`src/rtl/addr_range_coalesce.sv`:
```
`default_nettype none
// +--------------------------------------------------------------------------+
// | Module   : addr_range_coalesce                                           |
// | Purpose  : Merges runs of contiguous {fdssi, s_addr, e_addr} ranges that |
// |            share an FDSSI into single ranges and reports how many source |
// |            entries each merged range absorbed. One copy sits behind each |
// |            per-FDSTI address FIFO.                                       |
// | Revision : 1.0  initial release                                          |
// +--------------------------------------------------------------------------+
// | Ports                                                                    |
// |   clk           in   clock (single domain)                               |
// |   rst_n         in   synchronous active-low reset                        |
// |   s_addr_valid  in   input entry valid                                   |
// |   s_addr_ready  out  input entry accepted when high with valid           |
// |   s_addr        in   {fdssi, s_addr, e_addr}                             |
// |   flush         in   end-of-input pulse, closes the held range           |
// |   m_addr_valid  out  merged range valid                                  |
// |   m_addr_ready  in   downstream accept                                   |
// |   m_addr        out  merged {fdssi, s_addr, e_addr}                      |
// |   m_addr_cnt    out  number of input entries merged into m_addr          |
// |   flush_done    out  pulse: held range handed to the output register     |
// |   err_drop      out  pulse: malformed entry (e_addr < s_addr) discarded  |
// +--------------------------------------------------------------------------+
// | Build option                                                             |
// |   ADDR_COALESCE_OVERLAP_EN : also merge overlapping ranges               |
// |                              (h_s <= s_addr <= h_e + 1, h_e = max).      |
// |   Undefined                : only exact adjacency (s_addr == h_e + 1).   |
// +--------------------------------------------------------------------------+
module addr_range_coalesce #(
  parameter int I_FDSSI_WIDTH    = 12,
  parameter int AWIDTH           = 32,
  parameter int CNT_WIDTH        = 16,
  parameter int MAX_SPAN         = 4096,
  parameter int T_ADDR_INFO_WITH = I_FDSSI_WIDTH + 2 * AWIDTH
) (
  input  logic                        clk,
  input  logic                        rst_n,
  input  logic                        s_addr_valid,
  output logic                        s_addr_ready,
  input  logic [T_ADDR_INFO_WITH-1:0] s_addr,
  input  logic                        flush,
  output logic                        m_addr_valid,
  input  logic                        m_addr_ready,
  output logic [T_ADDR_INFO_WITH-1:0] m_addr,
  output logic [CNT_WIDTH-1:0]        m_addr_cnt,
  output logic                        flush_done,
  output logic                        err_drop
);

  // Span arithmetic is carried one bit wider than the address so that
  // h_e + 1 at the top of the address space cannot alias to zero.
  localparam logic [AWIDTH:0]      SPAN_LIMIT = (AWIDTH + 1)'(MAX_SPAN);
  localparam logic [AWIDTH:0]      ONE_W      = (AWIDTH + 1)'(1);
  localparam logic [CNT_WIDTH-1:0] CNT_ONE    = CNT_WIDTH'(1);

  typedef enum logic [1:0] {
    ST_IDLE  = 2'd0,   // nothing held
    ST_ACC   = 2'd1,   // a range is held and may still grow
    ST_DRAIN = 2'd2    // flush pending, held range must be emitted
  } state_t;

  state_t state;
  state_t state_nxt;

  // Hold register
  logic [I_FDSSI_WIDTH-1:0] h_fdssi;
  logic [AWIDTH-1:0]        h_s;
  logic [AWIDTH-1:0]        h_e;
  logic [CNT_WIDTH-1:0]     h_cnt;

  // Incoming entry fields
  logic [I_FDSSI_WIDTH-1:0] in_fdssi;
  logic [AWIDTH-1:0]        in_s;
  logic [AWIDTH-1:0]        in_e;

  logic              out_free;
  logic              accept;
  logic              malformed;
  logic              take;
  logic [AWIDTH:0]   h_e_inc;
  logic              contig;
  logic [AWIDTH-1:0] merged_e;
  logic [AWIDTH:0]   span;
  logic              mergeable;

  // Control decoded by the next-state process
  logic load_new;
  logic merge;
  logic push_hold;
  logic clear_hold;
  logic flush_done_nxt;
  logic err_drop_nxt;

  assign {in_fdssi, in_s, in_e} = s_addr;

  // The output register can take a new range when it is empty or its
  // current content leaves in this same cycle.
  assign out_free     = !m_addr_valid || m_addr_ready;
  assign s_addr_ready = (state != ST_DRAIN) && out_free;
  assign accept       = s_addr_valid && s_addr_ready;
  assign malformed    = (in_e < in_s);
  assign take         = accept && !malformed;

  assign h_e_inc = {1'b0, h_e} + ONE_W;

`ifdef ADDR_COALESCE_OVERLAP_EN
  // Any entry starting inside the held range or right after it extends it.
  assign contig   = (in_s >= h_s) && ({1'b0, in_s} <= h_e_inc);
  assign merged_e = (in_e > h_e) ? in_e : h_e;
`else
  // Exact adjacency only; overlapping entries start a new range.
  assign contig   = ({1'b0, in_s} == h_e_inc);
  assign merged_e = in_e;
`endif

  assign span = {1'b0, merged_e} - {1'b0, h_s} + ONE_W;

  // A saturated counter closes the range rather than wrapping.
  assign mergeable = (in_fdssi == h_fdssi) && contig &&
                     (span <= SPAN_LIMIT) && (h_cnt != '1);

  // --------------------------------------------------------------------------
  // State register
  // --------------------------------------------------------------------------
  always_ff @(posedge clk) begin
    if (!rst_n) begin
      state <= ST_IDLE;
    end else begin
      state <= state_nxt;
    end
  end

  // --------------------------------------------------------------------------
  // Next state and datapath control
  // --------------------------------------------------------------------------
  always_comb begin
    state_nxt      = state;
    load_new       = 1'b0;
    merge          = 1'b0;
    push_hold      = 1'b0;
    clear_hold     = 1'b0;
    flush_done_nxt = 1'b0;
    err_drop_nxt   = accept && malformed;

    case (state)
      ST_IDLE: begin
        if (take) begin
          load_new  = 1'b1;
          state_nxt = ST_ACC;
        end
        // A flush arriving with an entry includes that entry in the drain;
        // with nothing to drain it is acknowledged straight away.
        if (flush) begin
          if (take) begin
            state_nxt = ST_DRAIN;
          end else begin
            flush_done_nxt = 1'b1;
          end
        end
      end

      ST_ACC: begin
        // take implies out_free, so pushing the hold here never overwrites
        // an output that has not been accepted.
        if (take) begin
          if (mergeable) begin
            merge = 1'b1;
          end else begin
            push_hold = 1'b1;
            load_new  = 1'b1;
          end
        end
        if (flush) begin
          state_nxt = ST_DRAIN;
        end
      end

      ST_DRAIN: begin
        // Further flush pulses are ignored here; input is stalled.
        if (out_free) begin
          push_hold      = 1'b1;
          clear_hold     = 1'b1;
          flush_done_nxt = 1'b1;
          state_nxt      = ST_IDLE;
        end
      end

      default: begin
        state_nxt = ST_IDLE;
      end
    endcase
  end

  // --------------------------------------------------------------------------
  // Hold register
  // --------------------------------------------------------------------------
  always_ff @(posedge clk) begin
    if (!rst_n) begin
      h_fdssi <= '0;
      h_s     <= '0;
      h_e     <= '0;
      h_cnt   <= '0;
    end else if (load_new) begin
      h_fdssi <= in_fdssi;
      h_s     <= in_s;
      h_e     <= in_e;
      h_cnt   <= CNT_ONE;
    end else if (merge) begin
      h_e     <= merged_e;
      h_cnt   <= h_cnt + CNT_ONE;
    end else if (clear_hold) begin
      h_fdssi <= '0;
      h_s     <= '0;
      h_e     <= '0;
      h_cnt   <= '0;
    end
  end

  // --------------------------------------------------------------------------
  // Output register and status pulses
  // --------------------------------------------------------------------------
  always_ff @(posedge clk) begin
    if (!rst_n) begin
      m_addr_valid <= 1'b0;
      m_addr       <= '0;
      m_addr_cnt   <= '0;
      flush_done   <= 1'b0;
      err_drop     <= 1'b0;
    end else begin
      flush_done <= flush_done_nxt;
      err_drop   <= err_drop_nxt;
      if (push_hold) begin
        m_addr_valid <= 1'b1;
        m_addr       <= {h_fdssi, h_s, h_e};
        m_addr_cnt   <= h_cnt;
      end else if (m_addr_ready) begin
        m_addr_valid <= 1'b0;
      end
    end
  end

endmodule
`default_nettype wire

```
`config.mk`:
```
export PLATFORM = sky130hd
export DESIGN_NAME = addr_range_coalesce
export DESIGN_NICKNAME = d
export VERILOG_FILES = /design/src/rtl/addr_range_coalesce.sv
export SDC_FILE = /design/constraint.sdc
export NUM_CORES = 1
export LEC_CHECK = 0
export CAP_MARGIN = 0
export CORE_ASPECT_RATIO = 0.75
export CORE_MARGIN = 2
export CORE_UTILIZATION = 51
export DETAILED_ROUTE_END_ITERATION = 6
export HOLD_SLACK_MARGIN = 0.15
export PLACE_DENSITY = 0.78
export SLEW_MARGIN = 20
export SYNTH_ARGS = -nofsm -noshare
export SYNTH_HDL_FRONTEND = slang
export SYNTH_SLANG_ARGS = --single-unit
```
`constraint.sdc`:
```
create_clock -name clk -period 4.5 [get_ports clk]
set_input_delay 1.125 -clock clk [delete_from_list [all_inputs] [get_ports clk]]
set_output_delay 1.125 -clock clk [all_outputs]
set_load 0.05 [all_outputs]
```
==> results of run 1 <==
## stage by stage
step | instance area (µm²) | std cells | util (%)
after floorplan | 12600 | 1588 | -
after global placement | 16100 | 2226 | 67.0
after detailed placement | 16100 | 2226 | 67.0
after CTS | 17900 | 2296 | 74.5
after global routing | 18500 | 2316 | 76.8
final | 18500 | 2316 | 76.8
## layout make-up
| cell class | instances | share of cell area [%] |
|---|---|---|
| multi-input combinational | 1225 | 48.8 |
| timing repair buffer | 456 | 23.2 |
| sequential | 189 | 20.5 |
| clock buffer | 19 | 2.45 |
| tap | 331 | 2.24 |
| inverter | 82 | 1.72 |
| clock inverter | 13 | 1.02 |
| antenna | 1 | 0.0136 |
## per-layer routing
metal / up-vias / part of all wire [%] / track usage (%)
li1: 6342 / - / -
met2: 788 / 45 / 54.5
met4: 0 / 3.8 / 12.1
met3: 138 / 10 / 8.51
met5: - / 0 / 0
met1: 6499 / 41 / 43.5
## logic make-up (layout without fill, tap and decap cells)
| logic type | after synthesis | in the layout | share of synthesized area, % |
|---|---|---|---|
| AOI/OAI and AO/OA | 272 | 273 | 14.2 |
| xor gates and xnor gates | 61 | 61 | 4.27 |
| adders and majority gates | 100 | 100 | 10.1 |
| buffers and inverters | 175 | 570 | 5.90 |
| DFF | 189 | 189 | 30.2 |
| muxes | 143 | 143 | 11.4 |
| other | 0 | 1 | 0 |
| and+or+nand+nor | 648 | 648 | 23.9 |
## repair_timing
item	in CTS	in global routing
gates resized for setup	159	63
setup endpoints to repair	153	153
buffers inserted	32	9
pin swaps	45	42
gates cloned	6	11
hold endpoints to repair	0	0
## synth_stat cells (all sizes together), types with 13 or more instances
| cell | n |
|---|---|
| o211ai | 13 |
| buf | 32 |
| ha | 99 |
| nand2 | 382 |
| nand3 | 61 |
| inv | 81 |
| nand4 | 32 |
| xor2 | 19 |
| o21ai | 45 |
| xnor2 | 42 |
| a211oi | 22 |
| nor4 | 16 |
| dfxtp | 189 |
| nor3 | 27 |
| a21oi | 87 |
| a21o | 13 |
| nor2 | 44 |
| clkbuf | 61 |
| mux2i | 142 |
## worst max-delay path: cells and delay by family
family	cells	cell delay [ps]
AO/OA/AOI/OAI	5	1230
adder cells (fa/ha/maj)	3	620
buffers and inverters	9	1150
multiplexers	1	240
AND/OR/NAND/NOR	4	660
## sequential cells by signal (all words and copies together), names as in the netlist
register and flops:
h_s 32, m_addr 76, err_drop 1, m_addr_valid 1, flush_done 1, m_addr_cnt 16
state 2, h_cnt 16, h_e 32, h_fdssi 12
## worst min path at each step
stage,from,to,slack [ps],depth (start not counted)
2_1_floorplan,h_s[0],h_s[0],450,2
3_3_place_gp,m_addr[35],m_addr[35],440,2
3_5_place_dp,m_addr[72],m_addr[72],450,2
4_1_cts,m_addr[5],m_addr[5],460,2
5_1_grt,m_addr[72],m_addr[72],470,2
6_report,m_addr[15],m_addr[15],450,2
## report_power, final
part / internal [mW] / total [mW] / switching, mW
clock network: 0.962 / 1.68 / 0.715
registers: 1.73 / 1.81 / 0.0762
logic: 1.03 / 2.15 / 1.12
==> results.toml, run 1 <==
[run_status]
status = "finished with violations"
violations = "DRC, setup timing"

[power]
peakVddDrop_v = 0.000286
total_power_mw = 5.64
leakagePower_nw = 6.96
p_per_area_nw_per_um2 = 305

[sta]
timing.setup.tns_ps = -17710
setup_ws_ps = -180
worst_pin_slew_ps = 1180
max_slew_margin_pct = 20.8
hold_slack_ps = 454
setup_violations = 152
fin_crit_sh_pct = 104
slew_violations = 0
rsz0062_at_grt = "yes"
finalHoldViolCount = 0
fin_worst_skew_ps = 16.2
fmax_mhz = 214
min_period_ps = 4680

[synthesis]
yosys_most_used_dff = "dfxtp_1"
syn_inst = 1588
synthArstFlopShare_pct = 0
syn_avg_cell_area_um2 = 7.88
synth.top_cell.area_share_pct = 30.2
ys_seq_elements = 189
synth.area.top_cells = "dfxtp_1 30%, nand2_1 11%, mux2i_1 11%"
synth_edf_count = 0
synth.yosys.seq_area_share_pct = 30.2
ys_warn_count = 0
synth_cell_type_count = 69
synth_top_area_cell = "dfxtp_1"
synth_nets = 1769
netlist_area_um2 = 12500

[clock_network]
numCtsBuffers = 17
cts_tree = "yes"
cts_hold_buf = 0
clock_latency_ps = 460
root_buffer = "clkbuf_16"
clk_pin_slew_ps = 70
cts_buffer_depth = 2
htree_num_levels = 4
clock_sinks = 189

[final_layout]
ff_latch_area_um2 = 3780
layout_commonest_cell = "nand2_1"
syn2layout_area_growth_pct = 47.5
num-fill-cells = 1653
multi_input_area_um2 = 9010
drive_gt1_share_pct = 23.0
nets = 2152
layout_common_cells = "379 x nand2_1, 235 x buf_4, 189 x dfxtp_1"

[die]
io_pins = 177
die-area_um2 = 25800
rows = 49
die_h_um = 140
initial_core_util_pct = 52.1
die_w_um = 185
core_um2 = 24000

[drt]
first_pass_iters = 7
ant_nets = 0
wl_mm = 47.7
viasPerCell = 5.94
vias = 13800
drc = 2
drt-initial-drc-count = 1273
wire_per_inst_um = 20.6

[setup_path]
path_common_cell = "buf_4"
critPathSlowestCell = "o211ai_1"
reg2reg_to = "h_s[19]"
start_kind = "input port"
critPathCapture = "h_s[19]"
critical_path_class = "input port to flop"
slowest_delay_ps = 380
cp_max_fo = 7
rr_startpoint = "h_s[3]"
worstSetupStartpoint = "s_addr[1]"
worst_ep_arrival_time_ps = 5040
r2r_cells = 18
cp.required_ps = 4860
path_cells = "buf_8 -> inv_8 -> ha_4 -> inv_4 -> ha_4 -> inv_2 -> fa_2 -> nor2b_2 -> o31a_1 -> buf_6 -> o211ai_1 -> buf_4 -> and3b_1 -> o211ai_1 -> o41ai_2 -> nand4_1 -> buf_4 -> nor4b_4 -> buf_4 -> o21ai_4 -> buf_12 -> mux2i_1"
rrSetupSlack_ps = 190
cp-end-kind = "flop"

[global_route]
antenna_found_initial = 1
grt_overflow = 0
grt_pass1_vias = 13200
grt_max_degree = 122
grt_pass1_wl_mm = 68.7
grt_usage_pct = 33.7

[place]
gp_congestion = 0.952
hpwl_mm = 30.1
io_buffers = 176
pre_cts_slack_ps = -1060

[job]
maxCapViolations = 0

[hold_path]
min_path_type = "flop to flop"
Power figures use the tool's default switching activity.
==> run 2, diff against run 1 <==
CTS_CLUSTER_DIAMETER = 100   (was unset)
clock period = 3.8 ns   (was 4.5 ns; I/O delays follow)
==> run 2 against run 1 <==
The run still ends with DRC, setup timing left. Critical path type unchanged. Cell count is 2.2% higher. Highest routed layer is now met5. Final area increased by 3.5%. Sequential cell count stayed put.
==> results.toml, run 2 (same netlist as run 1, synthesis figures left out) <==
[run_status]
status = "finished with violations"
violations = "DRC, setup timing"

[drt]
wl_mm = 54.2
ant_nets = 0
drt-initial-drc-count = 2066
first_pass_iters = 7
wire_per_inst_um = 22.9
drc = 2
viasPerCell = 6.32
vias = 15000

[sta]
worst_pin_slew_ps = 733
rsz0062_at_grt = "yes"
setup_violations = 183
slew_violations = 0
fmax_mhz = 220
max_slew_margin_pct = 50.9
timing.setup.tns_ps = -91180
setup_ws_ps = -741
fin_worst_skew_ps = 22.9
fin_crit_sh_pct = 120
finalHoldViolCount = 0
min_period_ps = 4540

[setup_path]
cp.required_ps = 4180
path_cells = "clkdlybuf4s50_1 -> ha_1 -> ha_1 -> nand4_1 -> nor3_2 -> buf_4 -> nand2_1 -> o22ai_1 -> or3b_2 -> nand4_1 -> or4_4 -> nor4_2 -> buf_4 -> buf_6 -> buf_6 -> nand3b_1 -> a21oi_1"
cp_num_buf_inv = 5
start_kind = "input port"
cpLargestDelayFamily = "simple AND/OR/NAND/NOR gates"
slowest_delay_ps = 480
cp_max_fo = 6
worst_ep_arrival_time_ps = 4920
cp-end-kind = "flop"
critical_path_class = "input port to flop"
critPathSlowestCell = "or4_4"

[global_route]
grt_use_met2_pct = 60.5
grt_busiest_layer = "met2"
use_met1_pct = 47.2
antenna_found_initial = 1
grt_pass1_vias = 14200
grt_pass1_wl_mm = 75.5
grt_overflow = 0
grt_max_degree = 67
use_met3_pct = 7.93
grt_usage_pct = 37.1

[hold_path]
min_path_type = "flop to flop"

[place]
pre_cts_slack_ps = -1610
gp_congestion = 0.984
dp.cells = 2277
io_buffers = 176
hpwl_mm = 32.5

[power]
peakVddDrop_v = 0.000408
p_per_area_nw_per_um2 = 359
p_clk_share_pct = 29.3
p_seq_share_pct = 30.9
p_int_mw = 4.35
combinationalPowerShare_pct = 39.8
switching_share_pct = 36.5
leakagePower_nw = 7.34
p_sw_mw = 2.50
total_power_mw = 6.86

[job]
maxCapViolations = 0

[final_layout]
nets = 2203
syn2layout_area_growth_pct = 52.7
largest_reg_flops = 76
drive_gt1_share_pct = 26.2
stdcell_count = 2366
num-fill-cells = 1480
n_antenna_cell = 0
layout_common_cells = "380 x nand2_1, 284 x buf_4, 189 x dfxtp_1"
reg_top3 = "m_addr: 76 flops, h_e: 32 flops, h_s: 32 flops"
layout_commonest_cell = "nand2_1"
regMostFlops = "m_addr"

[clock_network]
cts_buffer_depth = 2
cts_hold_buf = 0
numCtsBuffers = 17
clock_sinks = 189
clk_pin_slew_ps = 80
root_buffer = "clkbuf_16"
htree_num_levels = 4
clock_latency_ps = 470
cts_tree = "yes"

[die]
die_w_um = 185
die-area_um2 = 25800
initial_core_util_pct = 52.1
die_h_um = 140
io_pins = 177
core_um2 = 24000
rows = 49
==> run 2: cell types whose count changed in the layout (fill, tap and decap cells not counted), moves of 4 or more <==
| cell | previous run | this run |
|---|---|---|
| buf_4 | 235 | 284 |
| a21oi_1 | 78 | 66 |
| a21oi_2 | 9 | 20 |
| buf_12 | 8 | 13 |
| buf_6 | 22 | 17 |
| clkdlybuf4s50_1 | 154 | 149 |
| clkinv_8 | 0 | 4 |
| dlymetal6s2s_1 | 0 | 4 |
| inv_8 | 1 | 5 |
| nor4_2 | 1 | 5 |
==> run 2: worst reg2reg max path, cell delays in order, from the launching register on <==
cell	delay, ps
dfxtp_1	360
inv_1	100
ha_4	260
ha_1	290
a211oi_2	270
buf_4	170
nor2_4	50
o311ai_4	340
buf_6	140
buf_4	100
a211o_1	150
nand4_1	150
a2111oi_2	330
nand4_1	250
buf_4	240
nor4_2	300
buf_4	170
buf_6	130
buf_6	120
nand3b_1	130
a21oi_1	220
==> run 2: path summary, 6_finish.rpt <==
path                    from  slack, ps    endpoint  depth (start not counted)
setup / recovery  s_addr[26]       -740    h_cnt[7]                         17
hold / removal    m_addr[60]        460  m_addr[60]                          2
setup reg to reg      h_s[2]       -580    h_cnt[7]                         20
hold reg to reg   m_addr[60]        460  m_addr[60]                          2
==> run 2: final cells by class <==
type | instances | area (µm²) | share of cell area (%)
clock buffers | 17 | 425 | 2.23
clock inverters | 15 | 221 | 1.16
inverters | 82 | 315 | 1.65
multi-input cells | 1224 | 9130 | 47.8
flip-flops and latches | 189 | 3780 | 19.8
well taps | 331 | 414 | 2.17
repair buffers | 508 | 4820 | 25.2
==> run 2: timing repair <==
action                                  in CTS  in global routing
endpoints found under the setup margin     187                188
setup buffers                               28                  7
cloned                                       9                 14
pin swaps                                   63                 38
gates resized for setup                    164                 83
==> run 2: power groups by stage <==
| stage | logic [mW] | registers, mW | clock network (mW) |
|---|---|---|---|
| after global placement | 2.01 | 2.15 | 0 |
| after CTS | 2.32 | 2.11 | 1.99 |
| after global routing | 2.87 | 2.13 | 2.07 |
| after detailed placement | 2.04 | 2.16 | 0 |
| final | 2.73 | 2.12 | 2.01 |
| after floorplan | 1.11 | 2.16 | 0 |
==> run 2: per-layer routing <==
| metal | routed length (µm) | vias up | share of wire (%) |
|---|---|---|---|
| li1 | - | 6469 | - |
| met1 | 20400 | 7006 | 38 |
| met2 | 23500 | 1113 | 43 |
| met3 | 6430 | 373 | 12 |
| met4 | 3920 | 2 | 7.2 |
| met5 | 8 | - | 0.015 |
==> run 2: metrics by stage <==
stage	instance area, µm²	hold slack [ps]	util, %
final	19100	456	79.5
after global routing	19100	477	79.5
after CTS	18300	459	76.3
after detailed placement	16500	445	68.6
after global placement	16500	440	68.6
after floorplan	12600	448	-
==> run 3, diff against run 2 <==
HOLD_SLACK_MARGIN = 0.12   (was 0.15)
==> results of run 3 <==
Final layout, timing and power as in run 2 (identical DEF).
